===== src/rtl/gray_decoder_monitor.sv =====
// -----------------------------------------------------------------------------
// gray_decoder_monitor
//   Receive side of a Gray-code counter link. Each valid Gray sample is decoded
//   to binary and checked to be exactly the previous count + 1 (mod 2^CBITS).
//   The block tracks lock, pulses on wrap-around and on step errors, and keeps
//   a saturating error count. All outputs are registered (one-cycle latency).
//
//   Optional feature (compile-time macro): GRAY_DEC_DUP_ALLOW_EN
//     defined   : a repeated sample (dup) is tolerated in LOCKED and RESYNC;
//                 it is still reported on bin_vld but state, good and err_cnt hold.
//     undefined : a dup is handled like any other out-of-sequence sample.
//
// Ports
//   clk       in   1       rising-edge clock
//   rst       in   1       synchronous reset, active-high (wins over gray_vld)
//   gray_in   in   CBITS   Gray-coded count
//   gray_vld  in   1       gray_in valid this cycle
//   bin_out   out  CBITS   decoded binary value of the last accepted sample
//   bin_vld   out  1       one-cycle pulse: bin_out updated
//   step_err  out  1       one-cycle pulse: out-of-sequence sample while LOCKED
//   wrap      out  1       one-cycle pulse: accepted step from all-ones to 0
//   locked    out  1       monitor is in the LOCKED state
//   err_cnt   out  ECBITS  saturating count of step errors
// -----------------------------------------------------------------------------
module gray_decoder_monitor #(
  parameter int CBITS  = 16,
  parameter int ECBITS = 8
) (
  input  logic              clk,
  input  logic              rst,
  input  logic [CBITS-1:0]  gray_in,
  input  logic              gray_vld,
  output logic [CBITS-1:0]  bin_out,
  output logic              bin_vld,
  output logic              step_err,
  output logic              wrap,
  output logic              locked,
  output logic [ECBITS-1:0] err_cnt
);

`ifdef GRAY_DEC_DUP_ALLOW_EN
  localparam bit DupAllow = 1'b1;
`else
  localparam bit DupAllow = 1'b0;
`endif

  typedef enum logic [1:0] {
    IDLE   = 2'd0,
    LOCKED = 2'd1,
    RESYNC = 2'd2
  } state_e;

  state_e             state_q,    state_d;
  logic [CBITS-1:0]   prev_q,     prev_d;
  logic               good_q,     good_d;   // one in-sequence sample seen in RESYNC
  logic [CBITS-1:0]   bin_out_q,  bin_out_d;
  logic               bin_vld_q,  bin_vld_d;
  logic               step_err_q, step_err_d;
  logic               wrap_q,     wrap_d;
  logic [ECBITS-1:0]  err_cnt_q,  err_cnt_d;

  logic [CBITS-1:0]   bin_dec;
  logic [CBITS-1:0]   prev_inc;
  logic               inc;
  logic               dup_ok;

  // Binary bit i is the XOR of all Gray bits at or above i.
  always_comb begin
    bin_dec = '0;
    for (int i = 0; i < CBITS; i++) begin
      bin_dec[i] = ^(gray_in >> i);
    end
  end

  // prev+1 kept at CBITS bits so all-ones naturally rolls over to 0.
  assign prev_inc = prev_q + CBITS'(1);
  assign inc      = (bin_dec == prev_inc);
  assign dup_ok   = DupAllow && (bin_dec == prev_q);

  // NOTE: every variable driven here gets a default first, so no path leaves
  // it unassigned and no latch is inferred.
  always_comb begin
    state_d    = state_q;
    prev_d     = prev_q;
    good_d     = good_q;
    bin_out_d  = bin_out_q;
    bin_vld_d  = 1'b0;
    step_err_d = 1'b0;
    wrap_d     = 1'b0;
    err_cnt_d  = err_cnt_q;

    if (gray_vld) begin
      bin_out_d = bin_dec;
      bin_vld_d = 1'b1;
      prev_d    = bin_dec;

      unique case (state_q)
        IDLE: begin
          // First sample after reset is taken as the reference, never checked.
          state_d = LOCKED;
          good_d  = 1'b0;
        end
        LOCKED: begin
          if (inc) begin
            wrap_d = (prev_q == '1);
          end else if (!dup_ok) begin
            step_err_d = 1'b1;
            if (err_cnt_q != '1) err_cnt_d = err_cnt_q + ECBITS'(1);
            state_d = RESYNC;
            good_d  = 1'b0;
          end
        end
        RESYNC: begin
          if (inc) begin
            wrap_d = (prev_q == '1);
            if (good_q) begin
              state_d = LOCKED;
              good_d  = 1'b0;
            end else begin
              good_d  = 1'b1;
            end
          end else if (!dup_ok) begin
            good_d = 1'b0;
          end
        end
        default: begin
          state_d = IDLE;
          good_d  = 1'b0;
        end
      endcase
    end
  end

  // NOTE: state is updated with non-blocking assignments so every flop samples
  // the pre-edge values, independent of statement order.
  always_ff @(posedge clk) begin
    if (rst) begin
      state_q    <= IDLE;
      prev_q     <= '0;
      good_q     <= 1'b0;
      bin_out_q  <= '0;
      bin_vld_q  <= 1'b0;
      step_err_q <= 1'b0;
      wrap_q     <= 1'b0;
      err_cnt_q  <= '0;
    end else begin
      state_q    <= state_d;
      prev_q     <= prev_d;
      good_q     <= good_d;
      bin_out_q  <= bin_out_d;
      bin_vld_q  <= bin_vld_d;
      step_err_q <= step_err_d;
      wrap_q     <= wrap_d;
      err_cnt_q  <= err_cnt_d;
    end
  end

  assign bin_out  = bin_out_q;
  assign bin_vld  = bin_vld_q;
  assign step_err = step_err_q;
  assign wrap     = wrap_q;
  assign locked   = (state_q == LOCKED);
  assign err_cnt  = err_cnt_q;

endmodule


===== config.mk =====
export PLATFORM = sky130hd
export DESIGN_NAME = gray_decoder_monitor
export DESIGN_NICKNAME = d
export VERILOG_FILES = /design/src/rtl/gray_decoder_monitor.sv
export SDC_FILE = /design/constraint.sdc
export NUM_CORES = 1
export LEC_CHECK = 0
export CAP_MARGIN = 20
export CORE_ASPECT_RATIO = 2
export CORE_MARGIN = 10
export CORE_UTILIZATION = 56
export DETAILED_ROUTE_END_ITERATION = 8
export HOLD_SLACK_MARGIN = 0.1
export PLACE_DENSITY = 0.87
export RECOVER_POWER = 100
export SETUP_SLACK_MARGIN = 0.02
export SLEW_MARGIN = 15
export SYNTH_ARGS = -nofsm -noshare
export SYNTH_HDL_FRONTEND = slang
export SYNTH_SLANG_ARGS = --single-unit

===== constraint.sdc =====
create_clock -name clk -period 8.02 [get_ports clk]
set_clock_uncertainty 0.05 [all_clocks]
set_input_delay 1.604 -clock clk [delete_from_list [all_inputs] [get_ports clk]]
set_output_delay 1.604 -clock clk [all_outputs]
set_load 0.05 [all_outputs]

## Word level (Yosys, flattened, before mapping)

Index checks and enable logic that the tools add are counted.
Widths: inputs -> output; s select.

- Register bits after elaboration: 30
- Input bits: 19
- Output and inout bits: 28
- Logic and storage cells: 54

- $add $sub $neg: 2
- Eq/ne operators: 8
- Multiplexer cells: 10
- Bitwise operators: 4
- Reductions and logical operators: 23

Operators with widths:

| cell | number |
|---|---|
| $reduce_xor 16->1 | 16 |
| $add 16x1->16 const B | 1 |
| $eq 16x16->1 | 1 |
| $eq 16x16->1 const B | 1 |
| $add 8x1->8 const B | 1 |
| $ne 8x8->1 const B | 1 |
| $reduce_and 4->1 | 2 |
| $mux 2 | 3 |
| $ne 2x2->1 const B | 3 |
| $pmux 2 s3 | 1 |
| $mux 1 | 5 |
| $not 1->1 | 4 |
| $reduce_or 4->1 | 1 |
| $reduce_or 3->1 | 1 |
| $eq 2x1->1 const B | 1 |
| $eq 2x2->1 const B | 1 |
| $logic_not 2->1 | 1 |
| $pmux 1 s2 | 1 |
| $reduce_and 2->1 | 1 |
| $reduce_or 2->1 | 1 |

## Depth between registers and ports, before layout

- Word-level depth: 4
- Gate-level depth with buffers: 12
- Mapped depth without buffers: 10

## Least setup slack after synthesis

OpenSTA, ideal clock, no wires.

- Path type: in2reg
- Start: input port gray_in[15]
- End: register err_cnt_q[7], in the netlist err_cnt[7]
- Setup time: 0.068 ns
- Arrival time: 4.197 ns
- Data required time: 7.902 ns
- Slack: 3.705 ns
- Stages on the path: 10
- Path buffers: 1
- Cells stage by stage: xor3_2 -> xor2_4 -> xnor3_2 -> nor4b_4 -> a211oi_2 -> a221oi_2 -> and3_1 -> buf_6 -> or4_1 -> a21oi_2

- Longest elaborated chain between the ends: 4
- Elaborated cells on any way between the ends: 19
- Those cells by class: eq/ne (1); bitwise (1); reduce/logical (17)

RTL lines:

| item | line | text |
|---|---|---|
| from (decl) | 31 | `input logic [CBITS-1:0] gray_in,` |
| $reduce_xor 16->1 | 71 | `bin_dec[i] = ^(gray_in >> i);` |
| $eq 16x16->1 * | 77 | `assign inc = (bin_dec == prev_inc);` |
| $not 1->1 (no line) * | - |  |
| $reduce_and 4->1 (no line) * | - |  |
| to (signal assigned) | 154 | `err_cnt_q <= err_cnt_d;` |
| to (decl) | 60 | `logic [ECBITS-1:0] err_cnt_q, err_cnt_d;` |

Every way passes the cells marked *; elsewhere a longest branch is shown, timed or not.
A chain may end at the register's enable or synchronous reset.

## Worst setup path after layout

- Start: input port gray_in[15]
- End: register err_cnt_q[1], in the netlist err_cnt[1]

Same word-level chain as after synthesis.

==> reports/metrics.yaml <==
status:
  outcome: "finished clean"
sta:
  fin_ws_ns: 2.57
  finalHoldViolCount: 0
  fin_crit_ns: 5.45
  tightest_slew_ns: 1.06
  slew_headroom_pct: 29.1
  finalSetupViolCount: 0
  slew_viol_final: 0
  tns_ns: 0
  rsz0062_at_grt: "false"
  fmax_mhz: 183
  finalCritPeriodShare_pct: 68.0
  whs_ns: 0.446
floorplanning:
  boundaryPins: 47
  fp.dieH_um: 110
  dieWidth_um: 65.0
  core-area_um2: 3880
  dieArea_um2: 7150
  rows: 32
  initial_core_util_pct: 58.4
grt:
  grt_antenna_before_repair: 0
  grt_pass1_wl_um: 9770
  grt_max_degree: 30
  grt_pass1_vias: 2080
  grt_overflow: 0
  globalRouteTotalUtil_pct: 17.0
clock_network:
  cts_tree: "done"
  clk_pin_slew_worst_paths_ns: 0.06
  cts_hold_buf: 0
  post_cts_buffers: 0
  cts_buffer_depth: 2
  cts.repair.resized: 0
  insertion_delay_ns: 0.29
  cts_buffers: 5
  cts_htree_levels: 2
  cts.sinks: 30
  cts_root_buffer: "clkbuf_8"
logic_synthesis:
  synth-simple-area-share_pct: 23.8
  yosys_most_used_dff: "dfxtp_1"
  synth_edf_count: 0
  synth_top_family_by_area: "simple AND/OR/NAND/NOR gates"
  avgSynthCellArea_um2: 8.76
  synthDistinctLibCells: 54
  synth_area_leaders: "dfxtp_1, xnor2_1, nor2_1"
  synthXorXnorAreaFrac_pct: 23.3
  synth_fa_ha_area_share_pct: 3.31
  synth_top_cell_by_area: "dfxtp_1"
  synth-compound-area-share_pct: 15.6
  yosys_register_bits: 30
  yosysSeqAreaShare_pct: 26.5
  synthArstFlopShare_pct: 0
  synth_nets: 284
  yosysWarnings: 0
  yosys.area.top_type_share_pct: 26.5
  syn_area_um2: 2270
  synthCells: 259
  muxShareOfSynthArea_pct: 3.59
pwr:
  internal-power_w: 0.000338
  p_clk_share_pct: 20.1
  p_leak_nw: 1.06
  ir_drop_uv: 174
  power_frac_comb_pct: 46.9
  p_sw_w: 0.000237
  seqPwrFrac_pct: 33.0
  netSwitchingFraction_pct: 41.2
  p_per_area_nw_per_um2: 207
layout:
  mostFrequentLayoutCells: "nor2_1, xnor2_1, dfxtp_1, dlygate4sd3_1"
  fill_cells: 325
  drive_above_1_share_pct: 5.94
  finalInstanceArea_um2: 2770
  final_common_cell: "nor2_1"
  seq_area_um2: 601
  final_cells: 354
  fin_nets: 328
  multiInputGateArea_um2: 1540
  num_antenna_cells: 0
  area_growth_pct: 22.1
placed_design:
  place_area_um2: 2740
  hpwl_um: 4470
  port-buffer-count: 46
  place_ws_ns: 2.74
  finalWeightedCongestion: 0.890
  dp_cells: 347
min_path:
  min_to: "err_cnt[6]"
  hold_path.class: "reg2reg"
  worstHoldStart: "err_cnt[6]"
  hold_depth: 2
critical_path:
  critPathRequiredTime_ns: 8.20
  reg2regPathDepth: 9
  cp_common_cell: "xnor2_1"
  crit_path_end_kind: "flop"
  timing.rr.end: "err_cnt[7]"
  crit_path_start_kind: "input pin"
  slowest_delay_ns: 0.62
  worstPathCellList: "dlygate4sd3_1, xor3_1, xnor2_1, xnor2_1, xnor2_1, or3_1, a221oi_1, and3_1, o21ai_0, a21oi_2"
  worstSetupPathType: "in2reg"
  cp_slowest_cell: "dlygate4sd3_1"
  timing.rr.start: "bin_out[2]"
  rrSetupSlack_ns: 4.64
  worstPathMaxFanout: 18
  crit_arrival_ns: 5.63
routing:
  dr.pass1.iters: 4
  final_antenna_net_count: 0
  avgViaCountPerCell: 5.86
  drc: 0
  wirelength_um: 5800
  vias: 2075
  avgRoutedWirePerCell_um: 16.4
  drtIter0Drc: 92
flow_run:
  cap_violations: 0
[cell usage after synthesis (2+ instances only)]
cell	instances
a211oi_1	9
a21oi_1	10
a21oi_2	4
and3_1	6
clkbuf_1	7
dfxtp_1	30
ha_1	6
inv_1	6
mux2i_1	7
nand2_1	16
nand3_1	14
nand3b_1	3
nand4_1	3
nor2_1	32
nor3_1	7
nor4_1	4
o21ai_0	2
o21ai_1	3
o21bai_1	2
o31ai_1	7
or2_2	3
or3_1	2
or3_2	2
or4_1	5
xnor2_1	29
xnor3_2	2
xor2_1	10
xor3_1	2
[worst max-delay path: cells and delay by family]
kind / cells / cell delay, ns
AOI/OAI and AO/OA: 3 / 0.87
xor gates and xnor gates: 4 / 1.62
buffers and inverters: 1 / 0.62
and+or+nand+nor: 2 / 0.92
[per-layer routing]
layer | routed length [um] | global-route usage (%) | vias to the layer above | part of all wire (%)
li1 | - | - | 1015 | -
met1 | 2130 | 16.4 | 989 | 37
met2 | 3260 | 32.6 | 54 | 56
met3 | 234 | 3.44 | 17 | 4.0
met4 | 173 | 8.77 | 0 | 3.0
met5 | 0 | 0 | - | 0
[power by group through the flow]
stage,sequential [W],clock (W),combinational (W)
final,0.000190,0.000115,0.000270
after CTS,0.000190,0.000118,0.000282
after floorplan,0.000233,0,0.000165
after detailed placement,0.000193,0,0.000280
after global routing,0.000193,0.000123,0.000292
after global placement,0.000193,0,0.000275
[kinds of logic after synthesis]
| group | Yosys count |
|---|---|
| DFF | 30 |
| buffers and inverters | 17 |
| AOI/OAI and AO/OA | 48 |
| adders and majority gates | 6 |
| and+or+nand+nor | 103 |
| xor gates and xnor gates | 47 |
| muxes | 8 |
[sequential cells by signal (all words and copies together) (netlist names)]
signal	flops
bin_out	16
err_cnt	8
state_q	2
bin_vld	1
good_q	1
step_err	1
wrap	1
[worst max-delay path by stage]
| stage | start | to | slack, ns | cells after the start |
|---|---|---|---|---|
| 2_1_floorplan | gray_in[15] | err_cnt[7] | 3.70 | 10 |
| 3_3_place_gp | gray_in[15] | err_cnt[1] | 2.84 | 10 |
| 3_5_place_dp | gray_in[15] | err_cnt[2] | 2.74 | 10 |
| 4_1_cts | gray_in[15] | err_cnt[2] | 3.02 | 10 |
| 5_1_grt | gray_in[15] | err_cnt[1] | 2.14 | 10 |
| 6_report | gray_in[15] | err_cnt[1] | 2.57 | 10 |
[final cells by class]
type,count,share of cell area (%)
clock buffers,7,2.76
well taps,51,2.30
flip-flops and latches,30,21.7
multi-input cells,212,55.4
repair buffers,47,16.9
inverters,7,0.949
[stage by stage]
step                      util (%)  power (W)
after floorplan                  -   0.000398
after global placement        70.5   0.000467
after detailed placement      70.5   0.000473
after CTS                     72.5   0.000590
after global routing          71.3   0.000608
final                         71.3   0.000575
Note: power is estimated with default switching activity, not from simulation.
